==> config.mk <==
export PLATFORM = sky130hd
export DESIGN_NAME = vram_arbiter
export DESIGN_NICKNAME = d
export VERILOG_FILES = /design/src/rtl/vram_pkg.sv /design/src/rtl/vram_rd_tag_pipe.sv /design/src/rtl/vram_arbiter.sv
export SDC_FILE = /design/constraint.sdc
export NUM_CORES = 1
export LEC_CHECK = 0
export ABC_AREA = 1
export BUFFER_PORTS_ARGS = -buffer_cell sky130_fd_sc_hd__buf_2
export CORE_MARGIN = 3
export CORE_UTILIZATION = 43
export CTS_CLUSTER_DIAMETER = 200
export DETAILED_ROUTE_END_ITERATION = 7
export GPL_TIMING_DRIVEN = 0
export PLACE_DENSITY = 0.84
export SYNTH_ARGS = -nofsm -noshare
export SYNTH_HDL_FRONTEND = slang
export SYNTH_SLANG_ARGS = --single-unit
==> constraint.sdc <==
create_clock -name S_AXI_ACLK -period 1.6 [get_ports S_AXI_ACLK]
set_input_delay 0.08 -clock S_AXI_ACLK [delete_from_list [all_inputs] [get_ports S_AXI_ACLK]]
set_output_delay 0.08 -clock S_AXI_ACLK [all_outputs]
set_load 0.01 [all_outputs]
==> src/rtl/vram_pkg.sv <==
// Shared types for the VRAM arbiter: read latency, access owner, arbiter state and read tag.
package vram_pkg;

    localparam int RD_LAT = 2;

    typedef enum logic {
        OWN_AXI = 1'b0,
        OWN_VID = 1'b1
    } owner_e;

    typedef enum logic {
        VID_PRI  = 1'b0,
        AXI_TURN = 1'b1
    } arb_state_e;

    // zero marks an out-of-range AXI read whose data must be returned as 0
    typedef struct packed {
        logic   valid;
        owner_e owner;
        logic   zero;
    } rd_tag_t;

endpackage

==> src/rtl/vram_rd_tag_pipe.sv <==
// Tracks each granted read for RD_LAT cycles so its data can be routed to the right owner.
module vram_rd_tag_pipe
    import vram_pkg::*;
(
    input  logic    clk,
    input  logic    rst_n,
    input  rd_tag_t tag_issue,
    output rd_tag_t tag_done
);

    rd_tag_t tag_p [RD_LAT];

    always_ff @(posedge clk) begin
        if (!rst_n) begin
            for (int i = 0; i < RD_LAT; i++) begin
                tag_p[i] <= '0;
            end
        end else begin
            tag_p[0] <= tag_issue;
            for (int i = 1; i < RD_LAT; i++) begin
                tag_p[i] <= tag_p[i-1];
            end
        end
    end

    assign tag_done = tag_p[RD_LAT-1];

endmodule

==> src/rtl/vram_arbiter.sv <==
// Single-port VRAM arbiter between an AXI register path and a video glyph fetcher.
// Define VRAM_ARB_STARVE_GUARD_EN to let a starved AXI request win after STARVE_LIMIT video grants.
module vram_arbiter
    import vram_pkg::*;
#(
    parameter int ADDR_W       = 10,
    parameter int DEPTH        = 601,
    parameter int STARVE_LIMIT = 4
) (
    input  logic              S_AXI_ACLK,
    input  logic              S_AXI_ARESETN,
    input  logic              axi_req,
    input  logic              axi_we,
    input  logic [ADDR_W-1:0] axi_addr,
    input  logic [31:0]       axi_wdata,
    input  logic [3:0]        axi_wstrb,
    output logic              axi_ack,
    output logic              axi_rvalid,
    output logic [31:0]       axi_rdata,
    output logic              axi_err,
    input  logic              vid_req,
    input  logic [ADDR_W-1:0] vid_addr,
    output logic              vid_ack,
    output logic              vid_rvalid,
    output logic [31:0]       vid_rdata,
    output logic              bram_en,
    output logic [3:0]        bram_we,
    output logic [ADDR_W-1:0] bram_addr,
    output logic [31:0]       bram_din,
    input  logic [31:0]       bram_dout
);

    if (STARVE_LIMIT < 1 || STARVE_LIMIT > 7) begin : g_bad_starve_limit
        $error("STARVE_LIMIT must lie in 1..7 for the 3-bit starve counter");
    end

    arb_state_e  state;
    logic        axi_grant;
    logic        vid_grant;
    logic        axi_oob;
    rd_tag_t     tag_issue;
    rd_tag_t     tag_done;
    logic [31:0] axi_rdata_last;
    logic [31:0] vid_rdata_last;

    assign axi_oob = 32'(axi_addr) >= 32'(DEPTH);

    // Grants are gated by reset so every request-side output reads 0 while reset is held.
    always_comb begin
        axi_grant = 1'b0;
        vid_grant = 1'b0;
        if (S_AXI_ARESETN) begin
            if (axi_req && (!vid_req || state == AXI_TURN)) begin
                axi_grant = 1'b1;
            end else if (vid_req) begin
                vid_grant = 1'b1;
            end
        end
    end

`ifdef VRAM_ARB_STARVE_GUARD_EN
    localparam logic [2:0] STARVE_MAX = 3'(STARVE_LIMIT);

    logic [2:0] starve_cnt;
    logic [2:0] starve_next;
    arb_state_e state_next;

    always_comb begin
        starve_next = starve_cnt;
        state_next  = state;
        if (axi_grant || !axi_req) begin
            starve_next = '0;
        end else if (vid_grant && starve_cnt != 3'd7) begin
            starve_next = starve_cnt + 3'd1;
        end
        case (state)
            VID_PRI:  if (vid_grant && axi_req && starve_next >= STARVE_MAX) state_next = AXI_TURN;
            AXI_TURN: if (axi_grant) state_next = VID_PRI;
            default:  state_next = VID_PRI;
        endcase
    end

    always_ff @(posedge S_AXI_ACLK) begin
        if (!S_AXI_ARESETN) begin
            state      <= VID_PRI;
            starve_cnt <= '0;
        end else begin
            state      <= state_next;
            starve_cnt <= starve_next;
        end
    end
`else
    assign state = VID_PRI;
`endif

    always_comb begin
        bram_en   = 1'b0;
        bram_we   = 4'h0;
        bram_addr = vid_addr;
        bram_din  = axi_wdata;
        if (axi_grant) begin
            bram_addr = axi_addr;
            if (!axi_oob) begin
                bram_en = 1'b1;
                if (axi_we) bram_we = axi_wstrb;
            end
        end else if (vid_grant) begin
            bram_en = 1'b1;
        end
    end

    always_comb begin
        tag_issue       = '0;
        tag_issue.valid = (axi_grant && !axi_we) || vid_grant;
        tag_issue.owner = vid_grant ? OWN_VID : OWN_AXI;
        tag_issue.zero  = axi_grant && axi_oob;
    end

    assign axi_ack = axi_grant;
    assign axi_err = axi_grant && axi_oob;
    assign vid_ack = vid_grant;

    // ---- grant cycle N -> response cycle N+RD_LAT ----
    vram_rd_tag_pipe u_tag_pipe (
        .clk       (S_AXI_ACLK),
        .rst_n     (S_AXI_ARESETN),
        .tag_issue (tag_issue),
        .tag_done  (tag_done)
    );

    assign axi_rvalid = S_AXI_ARESETN && tag_done.valid && tag_done.owner == OWN_AXI;
    assign vid_rvalid = S_AXI_ARESETN && tag_done.valid && tag_done.owner == OWN_VID;

    always_comb begin
        axi_rdata = axi_rdata_last;
        vid_rdata = vid_rdata_last;
        if (!S_AXI_ARESETN) begin
            axi_rdata = '0;
            vid_rdata = '0;
        end else begin
            if (axi_rvalid) axi_rdata = tag_done.zero ? 32'd0 : bram_dout;
            if (vid_rvalid) vid_rdata = bram_dout;
        end
    end

    always_ff @(posedge S_AXI_ACLK) begin
        if (!S_AXI_ARESETN) begin
            axi_rdata_last <= '0;
            vid_rdata_last <= '0;
        end else begin
            if (axi_rvalid) axi_rdata_last <= axi_rdata;
            if (vid_rvalid) vid_rdata_last <= vid_rdata;
        end
    end

endmodule

# == Word-level counts from Yosys, hierarchy flattened ==
# Memories as Yosys holds them, arrays and structs flattened.
# Index checks and enable logic that the tools add are counted.
# totals
reg_bits,64
output_inout_bits,116
n_memories,1
ramBits,6
# op_classes
order_cmp,1
n_reduce_logical,9
mux,21
bitwise_logic,3
# mem_list
memory,words,width,read_ports,rd_ports_with_merged_regs,wr,line,rtl
u_tag_pipe.tag_p,2,3,2,0,2,vram_rd_tag_pipe.sv:11,rd_tag_t tag_p [RD_LAT];
# ops
operator,count
32-bit two-way mux,5
4-bit two-way mux,3
"10-bit greater-or-equal comparator, second input constant",1
1-bit two-way mux,10
10-bit two-way mux,1
1-bit logical AND,6
3-bit two-way mux,2
1-bit zero test,2
1-bit OR,2
1-bit logical OR,1
1-bit NOT,1

# == Logic depth before layout (Yosys ltp) ==
# Gate-level depths: netlist (run 1).
# depth
depth_word,7
ltp_mapped,6

# == Hierarchy ==
# A second synthesis (run 1) with hierarchy kept.
# unflattened
cells_unflattened,464
hier_area_um2,3240.6
# modules_own_cells
module,cells_per_inst,n_inst,seq_area_each_um2,area_each_um2
vram_arbiter,443,1,1281.2,3052.9
vram_rd_tag_pipe,21,1,120.1,187.7

# == Worst setup path after synthesis (run 1) ==
# Ideal clock, no wire load.
# synth_timing
kind,reg-to-output
start,memory u_tag_pipe.tag_p[0][5] (netlist bit)
end,output port vid_rdata[0]
stages_incl_launch_ff,7
slack_ns,0.371
arrival_time_ns,1.149
path_buffers,2
cell_sequence,dfxtp_1 > inv_2 > nor3_4 > buf_4 > buf_4 > nand2_1 > o21ai_0
# synth_lines
element,line,rtl
"start, declared",vram_rd_tag_pipe.sv:11,
"end, declared",vram_arbiter.sv:25,"output logic [31:0] vid_rdata,"

==> impl_metrics.ini, run 1 <==
[logic_synthesis]
synth_top_area_share_pct = 42.54
syn_area_per_cell_um2 = 7.070
synth_cells = 466
syn_area_mm2 = 0.003294
ys_seq_area_share_pct = 42.54
syn_nets = 559
synth_cell_type_count = 18
yosys_warnings = 0
yosysTopAreaCell = dfxtp_1
synthTopCellsByArea = dfxtp_1 (43%), nand2_1 (15%), o21ai_0 (10%)
synth-seq-cells = 70

[setup_path]
crit_fanout = 7
critPathArrivalTime_ns = 1.73
timing.rr.start = u_tag_pipe.tag_p[0][5]$_SDFF_PN0_
reg2reg_slack_ns = 0.08
timing.rr.end = vid_rdata_last[24]$_SDFFE_PN0P_
path_class = flip-flop to output port
cp.required_ns = 1.52
start_kind = flip-flop
rr_worst_depth = 5
cp-end-kind = output port

[timing]
skew_ns = 0.005920
rsz0062_at_grt = yes
worst_slew_pin_slew_ns = 0.8453
slew_headroom_pct = 43.65
final.setup.worst_slack_ns = -0.2092
setup_tns_ns = -7.830
drv_slew = 0
fin_crit_sh_pct = 113.1
clock.fmax_mhz = 552.7
whs_ns = 0.02738
fin_crit_ns = 1.809
finalSetupViolCount = 66
hold_viol_final = 0

[cells_and_area]
fill_cells = 415
diodes = 0
seq_area_mm2 = 0.001404
final_core_util_pct = 80.06
drive_gt1_share_pct = 57.14
area_delta_synth_final_pct = 78.16
nNetsFinal = 788
multi_input_area_mm2 = 0.002157
final_common_cell = buf_2
mostFrequentLayoutCells = buf_2 (176), nand2_1 (90), dfxtp_1 (68), buf_4 (44), o21ai_0 (35)

[worst_hold_path]
min_to = vid_rdata_last[22]$_SDFFE_PN0P_
hp-start = bram_dout[22]
hp-class = input port to flip-flop
hold_depth = 3

[placed_design]
gp_congestion = 0.9229
post-place-ws_ns = 0.03757
numPortBuffers = 176
dp_hpwl_um = 8344

[drt]
drtIter0Drc = 268
vias_per_cell = 5.731
wl_um = 15410
antenna_left = 0
drt_pre_antenna_iters = 5
drc = 0
wl_per_cell_um = 19.29
vias = 4579

[pwr]
p_int_w = 0.003124
combinationalPowerShare_pct = 16.8
finalPower_w = 0.004245
power_density_mw_per_mm2 = 723.2
swShare_pct = 26.40
leakage_nw = 2.719
pwr-share-seq_pct = 42.1
ir_drop_mv = 0.4566
p_sw_w = 0.001121
p_clk_share_pct = 41.1

[clock_tree]
cts_root_buffer = clkbuf_8
clock_sinks = 70
ctsLongestPathBuffers = 2
cts_buffers = 9
cts_tree = built
cts.reportedPaths.clkPinSlew_ns = 0.08
htree_levels = 3
clock_latency_ns = 0.36

[floorplanning]
dieArea_mm2 = 0.008748
die_h_um = 93.53
initial_core_util_pct = 44.94
io_pins = 209
die_w_um = 93.53
core_mm2 = 0.007331
rows = 31

[global_routing]
grt_pass1_vias = 3978
grt_overflow = 0
grtUsageTotal_pct = 27.15
antenna_found_initial = 0
grt_max_degree = 13
grt_pass1_wl_um = 18770

[status]
violations = negative setup slack
outcome = finished, violations left

[run]
maxCapViolCount = 0
## cell families after synthesis
family                 share of synthesized area, %
and+or+nand+nor                               22.79
AOI/OAI and AO/OA                             20.74
buffers and inverters                         13.94
DFF                                           42.54
## synth_stat cells, drive strengths merged
| cell | instances |
|---|---|
| nand2 | 134 |
| nand3 | 34 |
| a31oi | 2 |
| inv | 17 |
| a21oi | 64 |
| clkbuf | 13 |
| nor3 | 2 |
| nor2 | 9 |
| buf | 50 |
| o21ai | 70 |
| dfxtp | 70 |
| nand4 | 1 |
## power by group through the flow
| stage | Sequential, W | Clock, W | Combinational [W] |
|---|---|---|---|
| 2_1_floorplan | 0.00182 | 0 | 0.000268 |
| 3_3_place_gp | 0.00182 | 0 | 0.000491 |
| 3_5_place_dp | 0.00182 | 0 | 0.000498 |
| 4_1_cts | 0.00178 | 0.00171 | 0.000587 |
| 5_1_grt | 0.00179 | 0.00179 | 0.000752 |
| 6_report | 0.00179 | 0.00174 | 0.000712 |
## worst max-delay path: stages (launching register included)
cell	delay [ns]
dfxtp_2	0.35
inv_2	0.05
nor3_4	0.27
buf_6	0.19
buf_8	0.14
nand2_1	0.09
o21ai_1	0.12
buf_2	0.16
## how the worst max path moves through the flow
stage,from,endpoint,slack (ns),cells after the start
2_1_floorplan,u_tag_pipe.tag_p[0][5]$_SDFF_PN0_,vid_rdata[0],0.37,6
3_5_place_dp,u_tag_pipe.tag_p[0][5]$_SDFF_PN0_,vid_rdata[26],0.04,7
5_1_grt,u_tag_pipe.tag_p[0][5]$_SDFF_PN0_,vid_rdata[17],-0.30,7
3_3_place_gp,u_tag_pipe.tag_p[0][5]$_SDFF_PN0_,vid_rdata[26],0.03,7
4_1_cts,u_tag_pipe.tag_p[0][4]$_SDFF_PN0_,vid_rdata[16],-0.07,7
6_report,u_tag_pipe.tag_p[0][5]$_SDFF_PN0_,vid_rdata[17],-0.21,7
## metrics by stage
step,instances,area (um2)
detailed placement,741,4299
global placement,741,4299
floorplan,466,3294
global route,799,5869
CTS,790,5166
finish,799,5869
## layer usage
| metal | GRT usage, % | vias to the layer above | part of all wire (%) | wire length [um] |
|---|---|---|---|---|
| li1 | - | 1983 | - | - |
| met1 | 28.23 | 2115 | 33 | 5011 |
| met2 | 51.64 | 372 | 53 | 8142 |
| met3 | 6.275 | 109 | 8.5 | 1309 |
| met4 | 11.43 | 0 | 6.1 | 946 |
| met5 | 0 | - | 0 | 0 |
## timing repair
| item | CTS | global route |
|---|---|---|
| setup buffers | 7 | 8 |
| pin swaps | 16 | 29 |
| hold endpoints to repair | 21 | 0 |
| hold buffers | 21 | 0 |
| setup endpoints to repair | 64 | 68 |
| resized for setup | 131 | 148 |
| cloned | 5 | 1 |
## sequential cells by signal, indices dropped and copies added, names as in the netlist
register / cells
axi_rdata_last: 32
u_tag_pipe.tag_p: 6
vid_rdata_last: 32
## layout make-up
type | count | area share [%]
inverters | 17 | 1.343
plain buffers | 63 | 8.953
multi-input cells | 316 | 36.75
clock inverters | 6 | 1.855
repair buffers | 218 | 22.89
flip-flops and latches | 70 | 23.92
clock buffers | 10 | 2.174
well taps | 99 | 2.110
Note: power is estimated with default switching activity, not from simulation.
==> inputs of run 2 (changes only) <==
- ABC_AREA: 1 -> not set
- CORE_UTILIZATION: 43 -> 44
==> impl_metrics.ini, run 2 <==
[floorplanning]
die_w_um = 95.38
io_pins = 209
rows = 31
dieArea_mm2 = 0.009096
core_mm2 = 0.007486
initial_core_util_pct = 46.95
die_h_um = 95.38

[setup_path]
cp.required_ns = 1.52
start_kind = flip-flop
timing.rr.end = vid_rdata_last[9]$_SDFFE_PN0P_
reg2reg_slack_ns = 0.16
rr_worst_depth = 4
timing.rr.start = u_tag_pipe.tag_p[0][5]$_SDFF_PN0_
crit_fanout = 7
critPathArrivalTime_ns = 1.63
cp-end-kind = output port
path_class = flip-flop to output port

[placed_design]
dp_hpwl_um = 8386
gp_congestion = 0.8252
dpl-instance-area_mm2 = 0.004514
numPlacedInstances = 706
post-place-ws_ns = -0.03756
numPortBuffers = 175

[logic_synthesis]
synth_cell_type_count = 30
yosys_warnings = 0
synthTopCellsByArea = dfxtp_1 (40%), a21boi_0 (12%), nand2_1 (10%)
synthMuxAreaShare_pct = 3.204
synth_simple_gate_area_share_pct = 21.54
synthTopCellsByCount = nand2_1 (97), dfxtp_1 (70), o21ai_0 (64), a21boi_0 (57), nand3b_1 (33)
synth_xor_area_share_pct = 0
synth-seq-cells = 70
syn_nets = 525
yosysTopAreaCell = dfxtp_1
synth_compound_area_share_pct = 24.24
syn_area_mm2 = 0.003515
synth-edff-count = 0
synth_top_family_by_area = compound AO/OA/AOI/OAI gates
synth_top_area_share_pct = 39.87
synthFlopType = dfxtp_1
synthArstFlopShare_pct = 0
synthAdderAreaFrac_pct = 0
synth_cells = 432
yosys.cell_count.top_type = nand2_1
syn_area_per_cell_um2 = 8.136
ys_seq_area_share_pct = 39.87

[drt]
vias_per_cell = 5.432
vias = 4221
drc = 0
wl_um = 13320
drt_pre_antenna_iters = 4
antenna_left = 0
wl_per_cell_um = 17.14
drtIter0Drc = 202

[pwr]
ir_drop_mv = 0.4283
power_density_mw_per_mm2 = 681.3
finalPower_w = 0.004015
leakage_nw = 2.892

[status]
outcome = finished, violations left
violations = negative setup slack

[clock_tree]
htree_levels = 3
cts_tree = built
cts.reportedPaths.clkPinSlew_ns = 0.07
clock_latency_ns = 0.35
clock_sinks = 70
ctsLongestPathBuffers = 2
cts_root_buffer = clkbuf_8
cts_buffers = 9

[global_routing]
grt_pass1_wl_um = 18590
grt_max_degree = 12
grtUsageTotal_pct = 26.33
grt_pass1_vias = 3989
grt_overflow = 0
antenna_found_initial = 0

[timing]
clock.fmax_mhz = 583.9
slew_headroom_pct = 58.18
rsz0062_at_grt = yes
drv_slew = 0
fin_crit_ns = 1.713
final.setup.worst_slack_ns = -0.1126
worst_slew_pin_slew_ns = 0.6216
skew_ns = 0.007459
hold_viol_final = 0
finalSetupViolCount = 28
fin_crit_sh_pct = 107.0

[worst_hold_path]
hp-class = input port to flip-flop
hp-start = bram_dout[18]
min_to = vid_rdata_last[18]$_SDFFE_PN0P_
hold_depth = 3

[cells_and_area]
mostFrequentLayoutCells = buf_2 (177), dfxtp_1 (68), nand2_1 (62), buf_4 (50)
final_core_util_pct = 78.72
final_area_mm2 = 0.005893
final_common_cell = buf_2
nNetsFinal = 766
top_regs = axi_rdata_last: 32 flops, vid_rdata_last: 32 flops, u_tag_pipe.tag_p: 6 flops
area_delta_synth_final_pct = 67.68
diodes = 0
drive_gt1_share_pct = 51.92
fin_cells = 777

[run]
maxCapViolCount = 0
## run 2: changes by cell type after synthesis, sizes merged, moves of 9 or more
cell | previous run | this run
mux2 | 0 | 10
inv | 17 | 2
nor2 | 9 | 0
nand3b | 0 | 34
nand3 | 34 | 0
a21boi | 0 | 64
nand2 | 134 | 97
a21oi | 64 | 3
## run 2: per-stage QoR
| step | hold WS (ns) | setup TNS [ns] |
|---|---|---|
| 3_3_place_gp | 0.3121 | 0 |
| 4_1_cts | 0.003253 | -0.9603 |
| 6_report | 0.01691 | -0.6959 |
| 2_1_floorplan | 0.2017 | 0 |
| 3_5_place_dp | 0.3189 | -0.05850 |
| 5_1_grt | 0.02459 | -3.651 |
## run 2: report_power, final
| part | switching (W) | internal, W | leakage, nW |
|---|---|---|---|
| Combinational | 0.000320 | 0.000340 | 2.21 |
| Clock | 0.000652 | 0.000917 | 0.110 |
| Sequential | 0.0000111 | 0.00177 | 0.567 |
## run 2: final cells by class
| class | instances | area, um2 |
|---|---|---|
| multi-input cells | 295 | 2113 |
| fillers | 458 | 1593 |
| repair buffers | 231 | 1464 |
| flip-flops and latches | 70 | 1404 |
| plain buffers | 64 | 553.0 |
| clock buffers | 12 | 145.1 |
| well taps | 99 | 123.9 |
| clock inverters | 4 | 70.07 |
| inverters | 2 | 20.02 |
## run 2: critical path, cell delays in order (launching register included)
cell      delay [ns]
dfxtp_2         0.33
nand3b_4        0.21
clkinv_8        0.12
buf_8           0.12
nand3b_1        0.14
a21boi_2        0.21
buf_2           0.16
## run 2: logic make-up (layout without fill, tap and decap cells)
group / count (synthesis) / in the layout
muxes: 10 / 10
AOI/OAI and AO/OA: 136 / 136
buffers and inverters: 67 / 313
DFF: 70 / 70
and+or+nand+nor: 149 / 149
## run 2: worst max path at each step
stage,cells after the start,endpoint,start,slack (ns)
5_1_grt,6,axi_rdata[8],u_tag_pipe.tag_p[0][4]$_SDFF_PN0_,-0.16
2_1_floorplan,5,axi_rdata[30],u_tag_pipe.tag_p[0][4]$_SDFF_PN0_,0.28
3_3_place_gp,6,axi_rdata[7],u_tag_pipe.tag_p[0][4]$_SDFF_PN0_,0.008
3_5_place_dp,6,axi_rdata[7],u_tag_pipe.tag_p[0][4]$_SDFF_PN0_,-0.04
6_report,6,axi_rdata[8],u_tag_pipe.tag_p[0][4]$_SDFF_PN0_,-0.11
4_1_cts,7,vid_rdata[22],u_tag_pipe.tag_p[0][5]$_SDFF_PN0_,-0.05
## run 2: routing by layer
| metal | global-route usage [%] | wire length, um |
|---|---|---|
| met5 | 0 | 0 |
| met4 | 12.32 | 408 |
| met3 | 6.551 | 1029 |
| met2 | 48.40 | 7100 |
| met1 | 28.02 | 4779 |
## run 2: timing repair
| action | in CTS | in global routing |
|---|---|---|
| pin swaps | 33 | 45 |
| resized for setup | 163 | 68 |
| cloned | 5 | 2 |
| hold buffers | 30 | 0 |
| endpoints found under the setup margin | 66 | 64 |
| hold endpoints to repair | 31 | 0 |
| buffers inserted | 8 | 11 |
==> inputs of run 3 (changes only) <==
- SYNTH_HIERARCHICAL: not set -> 1
==> impl_metrics.ini, run 3 <==
[global_routing]
grtUsageMet2_pct = 44.51
grt-busiest-layer = met2
met3_usage_pct = 6.411
grt_pass1_wl_um = 17820
grtUsageTotal_pct = 25.00
grt_pass1_vias = 3869
gr-usage-met1_pct = 27.38
grt_overflow = 0
grt_max_degree = 13
antenna_found_initial = 0

[timing]
drv_slew = 0
final.setup.worst_slack_ns = -0.06641
worst_slew_pin_slew_ns = 0.6197
finalSetupViolCount = 36
slew_headroom_pct = 58.68
clock.fmax_mhz = 600.1
skew_ns = 0.01064
whs_ns = 0.008862
hold_viol_final = 0
rsz0062_at_grt = yes
fin_crit_ns = 1.666
fin_crit_sh_pct = 104.2

[setup_path]
startpoint = u_tag_pipe/tag_p[0][4]$_SDFF_PN0_
crit_fanout = 10
timing.rr.start = u_tag_pipe/tag_p[0][5]$_SDFF_PN0_
critPathArrivalTime_ns = 1.59
start_kind = flip-flop
cp-end-kind = output port
path_class = flip-flop to output port
cp.required_ns = 1.52

[cells_and_area]
top_regs = axi_rdata_last: 32 flops, vid_rdata_last: 32 flops, u_tag_pipe/tag_p: 6 flops
drive_gt1_share_pct = 50.29
area_delta_synth_final_pct = 57.78
mostFrequentLayoutCells = buf_2 (179), nand2_1 (97), dfxtp_1 (68), buf_4 (56), a21boi_1 (35)
nNetsFinal = 774
final_core_util_pct = 72.47
diodes = 0
final_area_mm2 = 0.005658
final_common_cell = buf_2

[pwr]
combinationalPowerShare_pct = 13.9
finalPower_w = 0.003908
leakage_nw = 2.870
p_int_w = 0.002946
p_sw_w = 0.0009618
pwr-share-seq_pct = 45.2
power_density_mw_per_mm2 = 690.7
ir_drop_mv = 0.3786
p_clk_share_pct = 40.9
swShare_pct = 24.61

[clock_tree]
clock_sinks = 70
cts_buffers = 9
ctsLongestPathBuffers = 2
clock_latency_ns = 0.35
cts_root_buffer = clkbuf_8
cts.reportedPaths.clkPinSlew_ns = 0.07
cts_tree = built
htree_levels = 3

[placed_design]
numPortBuffers = 176
gp_congestion = 0.8449
dpl-instance-area_mm2 = 0.004594
dp_hpwl_um = 8456
post-place-ws_ns = -0.005792

[floorplanning]
dieArea_mm2 = 0.009269
core_mm2 = 0.007807
initial_core_util_pct = 45.93
rows = 32
die_w_um = 96.28
io_pins = 209
die_h_um = 96.28

[status]
outcome = finished, violations left
violations = negative setup slack

[logic_synthesis]
syn_area_per_cell_um2 = 7.916
synthArstFlopShare_pct = 0
synth_cells = 453
ys_seq_area_share_pct = 39.08
yosys.cell_count.top_type = nand2_1
synth-edff-count = 0
syn_area_mm2 = 0.003586
yosys_warnings = 6
yosysTopAreaCell = dfxtp_1
synth-seq-cells = 70
synth_cell_type_count = 26
synthTopCellsByArea = dfxtp_1 (39%), nand2_1 (13%), o21ai_0 (9.1%)
synthFlopType = dfxtp_1
synth_top_area_share_pct = 39.08
synthTopCellsByCount = nand2_1 (127), dfxtp_1 (70), o21ai_0 (65), a21boi_0 (43), buf_4 (41)
syn_nets = 546

[run]
maxCapViolCount = 0

[drt]
drt_pre_antenna_iters = 6
wl_per_cell_um = 16.17
wl_um = 12750
drtIter0Drc = 156
antenna_left = 0
vias = 4165
drc = 0
vias_per_cell = 5.286

[worst_hold_path]
hp-class = input port to flip-flop
hp-start = bram_dout[28]
[run 3: cell count changes after synthesis, moves of 9 or more]
cell,change
nand2_1,+30
a21boi_0,-14
a21boi_1,+14
mux2_2,-10
buf_4,+9
[run 3: worst max-delay path, stage by stage (launching register included)]
cell and delay (ns):
dfxtp_2 0.32, nand3b_4 0.20, inv_6 0.12, buf_6 0.14
nand3b_1 0.11, a21boi_2 0.18, buf_2 0.16
[run 3: cell type report]
| type | count | area [um2] |
|---|---|---|
| buffer | 65 | 508.0 |
| clock buffer | 10 | 137.6 |
| clock inverter | 6 | 85.08 |
| fill | 582 | 2150 |
| inverter | 3 | 16.27 |
| multi-input combinational | 312 | 2052 |
| sequential | 70 | 1404 |
| tap | 102 | 127.6 |
| timing repair buffer | 220 | 1328 |
[run 3: metrics by stage]
step | cells | setup TNS, ns
2_1_floorplan | 453 | 0
3_3_place_gp | 731 | -0.005480
3_5_place_dp | 731 | -0.005792
4_1_cts | 776 | -0.8407
5_1_grt | 788 | -4.275
6_report | 788 | -0.9628
[run 3: cells by family (layout without fill, tap and decap cells)]
logic type / count (synthesis) / in the layout / share of synthesized area, %
AO/OA/AOI/OAI: 136 / 136 / 24.04
buffers and inverters: 71 / 304 / 13.22
flip-flops: 70 / 70 / 39.08
AND/OR/NAND/NOR: 176 / 176 / 23.66
[run 3: worst paths after layout]
path / to / slack (ns) / depth (start not counted)
max reg2reg: vid_rdata_last[26]$_SDFFE_PN0P_ / 0.14 / 4
min: vid_rdata_last[28]$_SDFFE_PN0P_ / 0.009 / 3
min reg2reg: u_tag_pipe/tag_p[0][4]$_SDFF_PN0_ / 0.44 / 1
max: axi_rdata[2] / -0.07 / 6
[run 3: routing by layer]
layer,wire [um],vias to the layer above
met2,6593,246
met1,4636,1921
met4,450,0
met5,0,-
met3,1064,41
li1,-,1957
[run 3: power by group through the flow]
stage	Clock, W	Combinational, W	Sequential [W]
6_report	0.00160	0.000543	0.00177
5_1_grt	0.00167	0.000588	0.00177
4_1_cts	0.00159	0.000515	0.00176
3_5_place_dp	0	0.000460	0.00180
3_3_place_gp	0	0.000452	0.00180
2_1_floorplan	0	0.000245	0.00180
[run 3: repair_timing]
| action | in CTS | in global routing |
|---|---|---|
| hold endpoints to repair | 19 | 0 |
| buffers inserted | 7 | 13 |
| cloned | 5 | 0 |
| pin swaps | 26 | 33 |
| hold buffers | 19 | 0 |
| endpoints found under the setup margin | 64 | 64 |
| resized for setup | 107 | 83 |
